## src/rtl/mem_bus_arbiter_pkg.sv

```systemverilog
// mem_bus_arbiter_pkg: shared state encodings and defaults for the memory bus arbiter
package mem_bus_arbiter_pkg;
    typedef enum logic [1:0] {
        ARB_IDLE = 2'd0,
        ARB_IF   = 2'd1,
        ARB_MEM  = 2'd2
    } arb_state_e;
    localparam int MAX_MEM_STREAK_DEF = 4;
    localparam int TIMEOUT_CYCLES_DEF = 64;
    localparam logic [3:0] IF_SEL = 4'hF;
endpackage

```

## src/rtl/mem_bus_arbiter_timeout_cnt.sv

```systemverilog
// arb_timeout_cnt: clearable saturating counter with terminal-count flag
module arb_timeout_cnt #(
    parameter int MAX = 63
) (
    input  logic clk,
    input  logic rst,
    input  logic clr_i,
    input  logic en_i,
    output logic tc_o
);
    localparam int W = (MAX < 1) ? 1 : $clog2(MAX + 1);
    logic [W-1:0] cnt_q, cnt_d;
    assign tc_o  = (cnt_q == W'(MAX));
    assign cnt_d = clr_i ? '0 : (en_i && !tc_o) ? cnt_q + W'(1) : cnt_q;
    always_ff @(posedge clk or posedge rst) begin
        if (rst) cnt_q <= '0;
        else     cnt_q <= cnt_d;
    end
endmodule

```

## src/rtl/mem_bus_arbiter.sv

```systemverilog
// mem_bus_arbiter: shares one memory bus between fetch and load/store,
// MEM-priority with an IF anti-starvation limit, flush drop and timeout.
module mem_bus_arbiter
    import mem_bus_arbiter_pkg::*;
#(
    parameter int MAX_MEM_STREAK = MAX_MEM_STREAK_DEF,
    parameter int TIMEOUT_CYCLES = TIMEOUT_CYCLES_DEF
) (
    input  logic        clk,
    input  logic        rst,
    input  logic        if_req_i,
    input  logic [31:0] if_addr_i,
    input  logic        if_flush_i,
    output logic        if_ack_o,
    output logic        if_err_o,
    output logic [31:0] if_rdata_o,
    input  logic        mem_req_i,
    input  logic        mem_we_i,
    input  logic [31:0] mem_addr_i,
    input  logic [31:0] mem_wdata_i,
    input  logic [3:0]  mem_sel_i,
    output logic        mem_ack_o,
    output logic        mem_err_o,
    output logic [31:0] mem_rdata_o,
    output logic        bus_req_o,
    output logic        bus_we_o,
    output logic [31:0] bus_addr_o,
    output logic [31:0] bus_wdata_o,
    output logic [3:0]  bus_sel_o,
    input  logic        bus_ack_i,
    input  logic [31:0] bus_rdata_i,
    output logic        stallreq_if_o,
    output logic        stallreq_mem_o
);
    localparam int SW = $clog2(MAX_MEM_STREAK + 1);
    arb_state_e state_q, state_d;
    logic [SW-1:0] streak_q, streak_d;
    logic          drop_q, drop_d, we_q, we_d;
    logic [31:0]   addr_q, addr_d, wdata_q, wdata_d;
    logic [3:0]    sel_q, sel_d;
    logic          if_live, grant_mem, grant_if, busy, tc, tmo, done;
    assign if_live   = if_req_i & ~if_flush_i;
    assign grant_mem = (state_q == ARB_IDLE) & mem_req_i & ~(if_live & (streak_q == SW'(MAX_MEM_STREAK)));
    assign grant_if  = (state_q == ARB_IDLE) & ~grant_mem & if_live;
    assign busy      = (state_q != ARB_IDLE);
    assign tmo       = busy & ~bus_ack_i & tc;
    assign done      = busy & (bus_ack_i | tmo);
    // Held cleared through IDLE so every grant starts from zero.
    arb_timeout_cnt #(.MAX(TIMEOUT_CYCLES - 1)) u_tmo (
        .clk   (clk),
        .rst   (rst),
        .clr_i (~busy),
        .en_i  (busy & ~bus_ack_i),
        .tc_o  (tc)
    );
    always_ff @(posedge clk or posedge rst) begin
        if (rst) begin
            state_q  <= ARB_IDLE;
            streak_q <= '0;
            drop_q   <= 1'b0;
            we_q     <= 1'b0;
            addr_q   <= '0;
            wdata_q  <= '0;
            sel_q    <= '0;
        end else begin
            state_q  <= state_d;
            streak_q <= streak_d;
            drop_q   <= drop_d;
            we_q     <= we_d;
            addr_q   <= addr_d;
            wdata_q  <= wdata_d;
            sel_q    <= sel_d;
        end
    end
    always_comb begin
        state_d  = grant_mem ? ARB_MEM : grant_if ? ARB_IF : done ? ARB_IDLE : state_q;
        streak_d = grant_if ? '0 :
                   grant_mem ? (if_live ? ((streak_q == SW'(MAX_MEM_STREAK)) ? streak_q : streak_q + SW'(1)) : '0) :
                   streak_q;
        drop_d   = (grant_mem | grant_if) ? 1'b0 : (state_q == ARB_IF) ? (drop_q | if_flush_i) : drop_q;
        addr_d   = grant_mem ? mem_addr_i : grant_if ? if_addr_i : addr_q;
        we_d     = grant_mem ? mem_we_i : grant_if ? 1'b0 : we_q;
        wdata_d  = grant_mem ? mem_wdata_i : grant_if ? 32'd0 : wdata_q;
        sel_d    = grant_mem ? mem_sel_i : grant_if ? IF_SEL : sel_q;
    end
    always_comb begin
        if_ack_o       = (state_q == ARB_IF) & done & ~drop_q;
        mem_ack_o      = (state_q == ARB_MEM) & done;
        if_err_o       = if_ack_o & tmo;
        mem_err_o      = mem_ack_o & tmo;
        if_rdata_o     = (if_ack_o & bus_ack_i) ? bus_rdata_i : 32'd0;
        mem_rdata_o    = (mem_ack_o & bus_ack_i) ? bus_rdata_i : 32'd0;
        bus_req_o      = busy;
        bus_we_o       = busy & we_q;
        bus_addr_o     = busy ? addr_q : 32'd0;
        bus_wdata_o    = busy ? wdata_q : 32'd0;
        bus_sel_o      = busy ? sel_q : 4'd0;
        stallreq_if_o  = if_req_i & ~if_ack_o;
        stallreq_mem_o = mem_req_i & ~mem_ack_o;
    end
endmodule

```

## config.mk

```make
export PLATFORM = sky130hd
export DESIGN_NAME = mem_bus_arbiter
export DESIGN_NICKNAME = d
export VERILOG_FILES = /design/src/rtl/mem_bus_arbiter_pkg.sv /design/src/rtl/mem_bus_arbiter_timeout_cnt.sv /design/src/rtl/mem_bus_arbiter.sv
export SDC_FILE = /design/constraint.sdc
export NUM_CORES = 1
export LEC_CHECK = 0
export CAP_MARGIN = 20
export CORE_MARGIN = 3
export CORE_UTILIZATION = 34
export CTS_BUF_LIST = sky130_fd_sc_hd__clkbuf_4 sky130_fd_sc_hd__clkbuf_8
export DETAILED_ROUTE_END_ITERATION = 12
export GPL_TIMING_DRIVEN = 0
export PLACE_DENSITY = 0.79
export SLEW_MARGIN = 10
export SYNTH_ARGS = -nofsm -noshare
export SYNTH_HDL_FRONTEND = slang
export SYNTH_SLANG_ARGS = --single-unit
export TNS_END_PERCENT = 5
```

## constraint.sdc

```tcl
create_clock -name clk -period 2.41 [get_ports clk]
set_input_delay 0.241 -clock clk [delete_from_list [all_inputs] [get_ports clk]]
set_output_delay 0.241 -clock clk [all_outputs]
set_load 0.01 [all_outputs]
```

==> flow_metrics.env <==
export IMPL_leakage_nw=3.35
export IMPL_clk_latency_ns=0.35
export IMPL_num_vias=4475
export IMPL_grt_pass1_wl_um=25100
export IMPL_final_cell_mix="clkdlybuf4s50_1, and2_1, dfrtp_1, nand2_1, a22o_1"
export IMPL_drv_slew=0
export IMPL_cts_sinks=81
export IMPL_synth_area_um2=4360
export IMPL_antenna_left=0
export IMPL_routed_wl_um=16500
export IMPL_grt_overflow=0
export IMPL_ios=279
export IMPL_synth_avg_cell_area_um2=9.67
export IMPL_diodes=0
export IMPL_layout_nets=885
export IMPL_rr_endpoint="addr_q[12]"
export IMPL_core_region_area_um2=12300
export IMPL_outcome="finished clean"
export IMPL_netlist_instances=451
export IMPL_max_vdd_ir_drop_mv=0.355
export IMPL_finalHoldViolCount=0
export IMPL_synth_cell_types=36
export IMPL_cp_required_ns=2.17
export IMPL_grt_pass1_vias=4646
export IMPL_hp_class="in -> async"
export IMPL_skew_ns=0.00634
export IMPL_ff2ff_path_depth=8
export IMPL_synth_top_area_cell="dfrtp_1"
export IMPL_h_tree_depth=3
export IMPL_syn_to_final_growth_pct=75.7
export IMPL_place_gp_congestion=0.870
export IMPL_fin_cells=916
export IMPL_die_x_um=119
export IMPL_yosysSeqAreaShare=0.465
export IMPL_drive_gt1_frac=0.0816
export IMPL_first_pass_iters=4
export IMPL_hold_buffers=0
export IMPL_cp_max_fo=10
export IMPL_regToRegStartpoint="streak_q[0]"
export IMPL_final_common_cell="clkdlybuf4s50_1"
export IMPL_clkSlewWorstSetupHoldPaths_ns=0.08
export IMPL_cts_buffer_depth=2
export IMPL_avgRoutedWirePerCell_um=18.0
export IMPL_die_h_um=119
export IMPL_drc=0
export IMPL_cts_made_buffers=9
export IMPL_synth_fp_nets=593
export IMPL_placementRows=40
export IMPL_power_per_cell_area_nw_per_um2=702
export IMPL_port_buffers=278
export IMPL_cts_root_buffer="clkbuf_8"
export IMPL_finalSetupTns_ns=0
export IMPL_dp_cells=898
export IMPL_cp_arrival_ns=2.07
export IMPL_cts_tree="yes"
export IMPL_synth_area_leaders="dfrtp_1, and2_1, a22o_1, a2bb2oi_1, nand2_1"
export IMPL_grtUsageTotal=0.223
export IMPL_initialDrtViolationCount=185
export IMPL_path_class="reg -> out"
export IMPL_ys_warn_count=0
export IMPL_tightest_slew_ns=0.472
export IMPL_fin_crit_ns=2.31
export IMPL_multi_input_comb_area_um2=2120
export IMPL_yosys_area_top_type_share=0.465
export IMPL_start_util=0.356
export IMPL_min_period_over_period=0.959
export IMPL_r2r_setup_slack_ns=0.58
export IMPL_worstSetupEndpoint="mem_rdata_o[29]"
export IMPL_setup_viol=0
export IMPL_max_freq_ghz=0.433
export IMPL_cp_start_kind="flip-flop"
export IMPL_hpwlAfterDp_um=13100
export IMPL_ys_ff_latch=81
export IMPL_relSlewSlack=0.685
export IMPL_fillers=1030
export IMPL_grt_max_degree=49
export IMPL_routed_via_density=4.89
export IMPL_antenna_found_initial=0
export IMPL_crit_start="state_q[0]"
export IMPL_die_area_um2=14200
export IMPL_register_area_um2=2030
export IMPL_max_cap_violations=0
export IMPL_critPathCaptureType="output pin"
[worst min path at each step]
stage,start,to,cells past startpoint,slack (ns)
final,rst,wdata_q[5],2,0.26
after global routing,rst,addr_q[28],2,0.29
after CTS,rst,wdata_q[5],2,0.27
after detailed placement,sel_q[1],sel_q[1],1,0.47
after global placement,sel_q[0],sel_q[0],1,0.47
after floorplan,if_addr_i[0],addr_q[0],2,0.37
[critical path, stage by stage, from the launching register on]
cell and delay (ns):
dfrtp_1 0.43, nand2b_1 0.23, nor2_4 0.16, buf_2 0.20, and2_1 0.15, clkdlybuf4s50_1 0.56
[Yosys cell counts]
cell type	count
buf_1	1
and3_1	2
nand2_1	43
o21ai_1	1
nor3b_1	1
nand3b_1	2
clkbuf_1	14
ha_1	3
buf_2	11
a31oi_2	1
a21oi_1	32
nand2b_1	2
a22o_1	33
o21ai_0	4
mux2i_1	2
a32o_1	2
inv_2	1
nor4_1	1
xnor2_1	1
a2bb2oi_1	32
nand4b_2	1
nor2b_1	3
o211a_1	1
a31oi_1	3
nand3_1	2
o21ai_2	1
o22a_1	4
nor3_1	3
and2b_1	1
buf_6	6
and2_1	133
dfrtp_1	81
nor2_1	12
buf_4	5
inv_1	5
nand3_2	1
[layer usage]
metal / vias up / GRT usage / share of wire / wire [um]
met5: - / 0 / 0 / 0
met4: 0 / 0.0869 / 0.026 / 424
met3: 28 / 0.0418 / 0.065 / 1080
met2: 190 / 0.423 / 0.54 / 8960
met1: 2127 / 0.243 / 0.37 / 6060
li1: 2130 / - / - / -
[power by group]
group	total, mW	leakage, nW	switching (mW)	internal (mW)
Combinational	2.52	2.28	1.05	1.48
Clock	0.892	0.0861	0.504	0.387
Sequential	1.96	0.976	0.212	1.75
Total	5.38	3.35	1.76	3.61
[sequential cells by signal, indices dropped and copies added (netlist names)]
register,flops
state_q,2
u_tmo.cnt_q,6
sel_q,4
drop_q,1
addr_q,32
we_q,1
wdata_q,32
streak_q,3
[area by class of cell]
type,instances,area share
buffer,36,0.0338
clock buffer,10,0.0171
clock inverter,6,0.00555
inverter,6,0.00359
multi-input combinational,327,0.276
sequential,81,0.265
tap,168,0.0274
timing repair buffer,282,0.371
[through the flow]
step           utilization  hold slack (ns)  worst slack [ns]  power, mW  instance area (um2)
2_1_floorplan            -            0.375            0.0889       3.16                 4360
6_report             0.625            0.265            0.0988       5.38                 7660
3_3_place_gp         0.600            0.467             -1.24       4.42                 7350
3_5_place_dp         0.602            0.473            -0.233       4.49                 7380
4_1_cts              0.620            0.270           -0.0221       5.43                 7600
5_1_grt              0.625            0.288           -0.0150       5.70                 7660
[kinds of logic (layout without fill, tap and decap cells)]
family | after synthesis | count (layout) | share of synthesized area
XOR/XNOR | 1 | 1 | 0.00201
adder cells (fa/ha/maj) | 3 | 3 | 0.00861
multiplexers | 2 | 2 | 0.00459
flip-flops | 81 | 81 | 0.465
AND/OR/NAND/NOR | 207 | 207 | 0.268
AO/OA/AOI/OAI | 114 | 114 | 0.197
buffers and inverters | 43 | 340 | 0.0548
[what timing repair did]
action                                  CTS  global route
resized for setup                        25            16
cloned                                    0             0
setup buffers                             0             3
endpoints found under the setup margin  131            71
pin swaps                                 0             2
Power figures use the tool's default switching activity.
